[src/rtl/onehot_port_encoder.sv]
// One-hot grant to binary port index encoder behind a 2-entry skid buffer.
// Optional per-port grant counters are enabled by defining PORT_GRANT_CNT_EN.
`ifndef NUM_PORT
`define NUM_PORT 5
`endif

module onehot_port_encoder #(
    parameter int NUM_PORT = `NUM_PORT,
    parameter int IDX_W    = 3,
    parameter int CNT_W    = 16
) (
    input  logic                clk,
    input  logic                rst_n,
    input  logic                in_valid,
    output logic                in_ready,
    input  logic [NUM_PORT-1:0] in_onehot,
    output logic                out_valid,
    input  logic                out_ready,
    output logic [IDX_W-1:0]    out_idx,
    output logic                out_illegal,
    output logic                err_sticky,
    input  logic                err_clr,
    input  logic [IDX_W-1:0]    cnt_sel,
    output logic [CNT_W-1:0]    cnt_out
);

    typedef enum logic [1:0] {EMPTY, ONE, FULL} state_e;

    state_e            state_q, state_d;
    logic [IDX_W-1:0]  out_idx_q, skid_idx_q, enc_idx;
    logic              out_ill_q, skid_ill_q, err_q, err_d;
    logic              enc_legal, push, pop;
    logic              load_out_in, load_skid, load_out_skid;

    // Highest set bit wins on multi-hot vectors; zero encodes to 0.
    always_comb begin
        enc_idx = '0;
        for (int i = 0; i < NUM_PORT; i++)
            if (in_onehot[i]) enc_idx = IDX_W'(i);
    end

    assign enc_legal = (in_onehot != '0) &&
                       ((in_onehot & (in_onehot - NUM_PORT'(1))) == '0);

    assign push = in_valid & in_ready;
    assign pop  = out_valid & out_ready;

    always_ff @(posedge clk or negedge rst_n) begin
        if (!rst_n) state_q <= EMPTY;
        else        state_q <= state_d;
    end

    always_comb begin
        state_d = state_q;
        unique case (state_q)
            EMPTY:   if (push) state_d = ONE;
            ONE: begin
                if (push && !pop)      state_d = FULL;
                else if (!push && pop) state_d = EMPTY;
            end
            FULL:    if (pop) state_d = ONE;
            default: state_d = EMPTY;
        endcase
    end

    // Ready is a pure function of occupancy so no out_ready -> in_ready path exists.
    always_comb begin
        in_ready  = 1'b1;
        out_valid = 1'b0;
        unique case (state_q)
            EMPTY:   begin in_ready = 1'b1; out_valid = 1'b0; end
            ONE:     begin in_ready = 1'b1; out_valid = 1'b1; end
            FULL:    begin in_ready = 1'b0; out_valid = 1'b1; end
            default: begin in_ready = 1'b1; out_valid = 1'b0; end
        endcase
    end

    assign load_out_in   = push && ((state_q == EMPTY) || ((state_q == ONE) && pop));
    assign load_skid     = push && (state_q == ONE) && !pop;
    assign load_out_skid = pop && (state_q == FULL);

    always_ff @(posedge clk or negedge rst_n) begin
        if (!rst_n) begin
            out_idx_q  <= '0;
            out_ill_q  <= 1'b0;
            skid_idx_q <= '0;
            skid_ill_q <= 1'b0;
        end else begin
            if (load_out_in) begin
                out_idx_q <= enc_idx;
                out_ill_q <= !enc_legal;
            end else if (load_out_skid) begin
                out_idx_q <= skid_idx_q;
                out_ill_q <= skid_ill_q;
            end
            if (load_skid) begin
                skid_idx_q <= enc_idx;
                skid_ill_q <= !enc_legal;
            end
        end
    end

    assign out_idx     = out_idx_q;
    assign out_illegal = out_ill_q;

    // Set has priority over clear when both land in the same cycle.
    always_comb begin
        err_d = err_q;
        if (err_clr)                err_d = 1'b0;
        if (push && !enc_legal)     err_d = 1'b1;
    end

    always_ff @(posedge clk or negedge rst_n) begin
        if (!rst_n) err_q <= 1'b0;
        else        err_q <= err_d;
    end

    assign err_sticky = err_q;

`ifdef PORT_GRANT_CNT_EN
    logic [NUM_PORT-1:0][CNT_W-1:0] cnt_q;
    logic [CNT_W-1:0]               cnt_rd, cnt_out_q;

    for (genvar p = 0; p < NUM_PORT; p++) begin : g_cnt
        always_ff @(posedge clk or negedge rst_n) begin
            if (!rst_n)
                cnt_q[p] <= '0;
            else if (push && enc_legal && (enc_idx == IDX_W'(p)) && !(&cnt_q[p]))
                cnt_q[p] <= cnt_q[p] + CNT_W'(1);
        end
    end

    // Out-of-range selects fall through to zero.
    always_comb begin
        cnt_rd = '0;
        for (int p = 0; p < NUM_PORT; p++)
            if (cnt_sel == IDX_W'(p)) cnt_rd = cnt_q[p];
    end

    always_ff @(posedge clk or negedge rst_n) begin
        if (!rst_n) cnt_out_q <= '0;
        else        cnt_out_q <= cnt_rd;
    end

    assign cnt_out = cnt_out_q;
`else
    logic unused_cnt_sel;
    assign unused_cnt_sel = ^cnt_sel;
    assign cnt_out        = '0;
`endif

endmodule

[config.mk]
export PLATFORM = sky130hd
export DESIGN_NAME = onehot_port_encoder
export DESIGN_NICKNAME = d
export VERILOG_FILES = /design/src/rtl/onehot_port_encoder.sv
export SDC_FILE = /design/constraint.sdc
export NUM_CORES = 1
export LEC_CHECK = 0
export CAP_MARGIN = 10
export CORE_MARGIN = 3
export CORE_UTILIZATION = 44
export DETAILED_ROUTE_END_ITERATION = 10
export GPL_TIMING_DRIVEN = 0
export PLACE_DENSITY = 0.94
export SLEW_MARGIN = 20
export SYNTH_ARGS = -nofsm -noshare
export SYNTH_HDL_FRONTEND = slang
export SYNTH_SLANG_ARGS = --single-unit
export TNS_END_PERCENT = 1
[constraint.sdc]
create_clock -name clk -period 3 [get_ports clk]
set_input_delay 0.6 -clock clk [delete_from_list [all_inputs] [get_ports clk]]
set_output_delay 0.6 -clock clk [all_outputs]
set_load 0.05 [all_outputs]
==> report_table.html <==
<table>
<tr><th>Metric</th><th>Value</th></tr>
<tr><th colspan="2">Synthesis</th></tr>
<tr><td>Cells after Synth</td><td>84</td></tr>
<tr><td>Number of enable flip-flop cells after synthesis</td><td>0</td></tr>
<tr><td>Async set-reset flop share out of synthesis</td><td>1.000</td></tr>
<tr><td>Top cells by count, synth</td><td>sky130_fd_sc_hd__buf_4, sky130_fd_sc_hd__dfrtp_1, sky130_fd_sc_hd__nand2_1</td></tr>
<tr><td>Dominant cell type by area after synthesis</td><td>sky130_fd_sc_hd__dfrtp_1</td></tr>
<tr><td>Count of cell types in the netlist</td><td>27</td></tr>
<tr><td>Area fraction of the dominant cell type after synthesis</td><td>0.3470</td></tr>
<tr><td>Warning count from the yosys run</td><td>0</td></tr>
<tr><td>Mean instance size in the synthesized netlist</td><td>approximately 9.4 um^2</td></tr>
<tr><td>Sequential-to-total area share from yosys stat</td><td>0.3470</td></tr>
<tr><td>Area contributors post-synth</td><td>sky130_fd_sc_hd__dfrtp_1, sky130_fd_sc_hd__buf_4, sky130_fd_sc_hd__ha_1</td></tr>
<tr><td>Netlist Area Pre-Place</td><td>approximately 790 um^2</td></tr>
<tr><td>Top FF cell, synth</td><td>sky130_fd_sc_hd__dfrtp_1</td></tr>
<tr><td>Most repeated cell in the gate-level netlist after synthesis</td><td>sky130_fd_sc_hd__buf_4</td></tr>
<tr><td>Number of synthesized register bits</td><td>11</td></tr>
<tr><th colspan="2">Timing</th></tr>
<tr><td>Worst slew margin relative to its limit</td><td>0.6667</td></tr>
<tr><td>Setup TNS Final</td><td>0 ns</td></tr>
<tr><td>Final Setup Violations</td><td>0</td></tr>
<tr><td>Ratio of final minimum period to clock period</td><td>0.8538</td></tr>
<tr><td>Setup repair after global routing missed its margin</td><td>false</td></tr>
<tr><td>Maximum achievable frequency</td><td>a little under 400 MHz</td></tr>
<tr><td>Worst Clk Skew</td><td>slightly below 0.009 ns</td></tr>
<tr><td>Minimum clock period after layout</td><td>2.561 ns</td></tr>
<tr><td>Slew @ Worst Pin</td><td>around 0.50 ns</td></tr>
<tr><td>Final Max Slew Viols</td><td>0</td></tr>
<tr><td>Final Hold Vio Count</td><td>0</td></tr>
<tr><th colspan="2">Routing</th></tr>
<tr><td>Count of nets left with antenna violations after detail routing</td><td>0</td></tr>
<tr><td>Detail-routed net length per standard cell</td><td>approximately 11 um</td></tr>
<tr><td>Drt drc</td><td>0</td></tr>
<tr><td>Vias after detailed routing</td><td>633</td></tr>
<tr><td>Number of DRC violations after detailed-routing iteration 0</td><td>5</td></tr>
<tr><td>Total Wirelength</td><td>1610 um</td></tr>
<tr><td>Number of optimization iterations in the first detailed-route pass</td><td>4</td></tr>
<tr><td>Post-DR vias/cell</td><td>roughly 4.4</td></tr>
<tr><th colspan="2">Floorplan</th></tr>
<tr><td>DIE AREA</td><td>approximately 2300 um^2</td></tr>
<tr><td>Die height</td><td>between 40 and 50 um</td></tr>
<tr><td>Die Span X</td><td>between 40 and 50 um</td></tr>
<tr><td>IO Count</td><td>36</td></tr>
<tr><td>Initial core utilization</td><td>0.4976</td></tr>
<tr><td>Placement row count</td><td>14</td></tr>
<tr><td>Core ar.</td><td>between 1500 and 2000 um^2</td></tr>
<tr><th colspan="2">Place</th></tr>
<tr><td>Post-DP HPWL</td><td>1305 um</td></tr>
<tr><td>PortBufs</td><td>16</td></tr>
<tr><td>Final estimated routing congestion in global placement</td><td>0.7484</td></tr>
<tr><th colspan="2">Flow run</th></tr>
<tr><td>Max-cap violation count</td><td>0</td></tr>
<tr><th colspan="2">Clocking</th></tr>
<tr><td># hold bufs at CTS</td><td>0</td></tr>
<tr><td>Clock tree buffer depth</td><td>2</td></tr>
<tr><td>Cells resized by post-CTS repair</td><td>0</td></tr>
<tr><td>TritonCTS buffer count</td><td>3</td></tr>
<tr><td>Clock tree from TritonCTS</td><td>built</td></tr>
<tr><td>Clock slew at the register clock pins of the worst setup and hold paths</td><td>approximately 0.080 ns</td></tr>
<tr><td>Cell at the root of the clock tree</td><td>sky130_fd_sc_hd__clkbuf_4</td></tr>
<tr><td>CTS sink cnt</td><td>11</td></tr>
<tr><td>Post-CTS setup buffer count</td><td>0</td></tr>
<tr><td>Clock H-tree levels</td><td>1</td></tr>
<tr><td>Worst-Skew Late Latency</td><td>roughly 0.28 ns</td></tr>
<tr><th colspan="2">Power and ir drop</th></tr>
<tr><td>Power density cells</td><td>844.7 nW/um^2</td></tr>
<tr><td>Worst IR Drop VDD</td><td>approximately 0.0005 V</td></tr>
<tr><td>Final Total Pwr</td><td>0.9005 mW</td></tr>
<tr><td>Reported leakage power</td><td>0.5366 nW</td></tr>
<tr><th colspan="2">Finish</th></tr>
<tr><td>Share of cells above drive strength 1</td><td>0.2269</td></tr>
<tr><td># nets final</td><td>138</td></tr>
<tr><td>Relative area change from synthesis to final layout</td><td>34.38%</td></tr>
<tr><td># diodes</td><td>0</td></tr>
<tr><th colspan="2">Worst setup path</th></tr>
<tr><td>Element type at the critical path start</td><td>register</td></tr>
<tr><td>Critical path capture point type</td><td>primary output</td></tr>
<tr><td>Startpoint-to-endpoint class of the critical path</td><td>register to primary output</td></tr>
<tr><td>Required time of the critical path</td><td>2.40 ns</td></tr>
<tr><td>Worst EP arrival</td><td>between 1.5 and 2 ns</td></tr>
<tr><td>Critical Path Fanout Max</td><td>5</td></tr>
<tr><th colspan="2">Global routing</th></tr>
<tr><td>Global route overflow</td><td>0</td></tr>
<tr><td>Initial antenna violation count</td><td>0</td></tr>
<tr><td>Number of global-route vias before repair</td><td>a little over 600</td></tr>
<tr><td>Wire length of the first global-routing pass</td><td>~2600 um</td></tr>
<tr><td>Maximum number of pins on one net before global-route repair</td><td>12</td></tr>
<tr><td>GRT Total Usage</td><td>0.1491</td></tr>
<tr><th colspan="2">Hold path</th></tr>
<tr><td>Class of the tightest hold or removal check</td><td>register to register</td></tr>
<tr><th colspan="2">Outcome</th></tr>
<tr><td>Run status</td><td>complete, no violations</td></tr>
</table>
[per-stage QoR]
stage               cells  area [um^2]  setup WS (ns)  utilization  hold WS [ns]
floorplan              99        849.6         0.7904            -        0.3044
global placement      139         1040         0.7567       0.6523        0.4577
detailed placement    139         1040         0.7223       0.6523        0.4806
CTS                   143         1066         0.4457       0.6688        0.4975
global route          143         1066         0.3632       0.6688        0.5314
finish                143         1066         0.4386       0.6688        0.4940
[sequential cells by signal, summed over array words and instances, names as in the netlist]
register     cells
out_idx          3
state_q          2
out_illegal      1
skid_ill_q       1
err_sticky       1
skid_idx_q       3
[cell type report]
type | instances | area, um^2
inverter | 5 | 18.77
fill | 126 | 528.0
buffer | 16 | 120.1
timing repair buffer | 16 | 160.2
clock buffer | 4 | 26.28
tap | 24 | 30.03
sequential | 11 | 275.3
multi-input combinational | 67 | 435.4
[cell usage in the layout (no fill, tap or decap), drive strengths merged, types with 3 or more instances in the layout]
master,instances
conb,16
nor2,6
dfrtp,11
ha,5
clkdlybuf4s50,16
nor2b,3
buf,16
mux2i,4
inv,5
clkbuf,4
mux2,4
nand3,4
o21ai,5
a21oi,4
nand2,8
[critical path: stages, from the launching register on]
cell                              delay [ns]
sky130_fd_sc_hd__dfrtp_1                0.44
sky130_fd_sc_hd__inv_1                  0.09
sky130_fd_sc_hd__ha_1                   0.35
sky130_fd_sc_hd__clkdlybuf4s50_1        0.82
[path summary, 6_finish.rpt]
kind	start	to	slack [ns]	depth (start not counted)
setup / recovery	state_q[0]$_DFFE_PN0P_	out_valid	0.44	3
hold / removal	skid_ill_q$_DFFE_PN0P_	skid_ill_q$_DFFE_PN0P_	0.49	2
setup reg to reg	state_q[0]$_DFFE_PN0P_	state_q[1]$_DFFE_PN0P_	0.98	7
hold reg to reg	skid_ill_q$_DFFE_PN0P_	skid_ill_q$_DFFE_PN0P_	0.49	2
max in group asynchronous	rst_n	skid_idx_q[0]$_DFFE_PN0P_	2.02	1
min in group asynchronous	rst_n	skid_ill_q$_DFFE_PN0P_	0.65	1
[per-layer routing]
metal,part of all wire,vias to the layer above,global-route usage
li1,-,321,-
met1,0.40,280,0.1634
met2,0.51,27,0.2638
met3,0.066,5,0.04294
met4,0.018,0,0.07109
met5,0,-,0
[cell families (layout without fill, tap and decap cells)]
logic type / Yosys count / after routing / synth area share
AND/OR/NAND/NOR: 23 / 23 / 0.1640
buffers and inverters: 21 / 41 / 0.1751
AO/OA/AOI/OAI: 14 / 14 / 0.1120
flip-flops: 11 / 11 / 0.3470
multiplexers: 8 / 8 / 0.1073
adder cells (fa/ha/maj): 5 / 5 / 0.07886
other: 1 / 16 / 0.004727
XOR/XNOR: 1 / 1 / 0.01104
[power by group]
group	switching [mW]	internal [mW]	total (mW)
clock network	0.0533	0.0517	0.105
logic	0.347	0.197	0.543
registers	0.0416	0.211	0.252
Note: power is estimated with default switching activity, not from simulation.
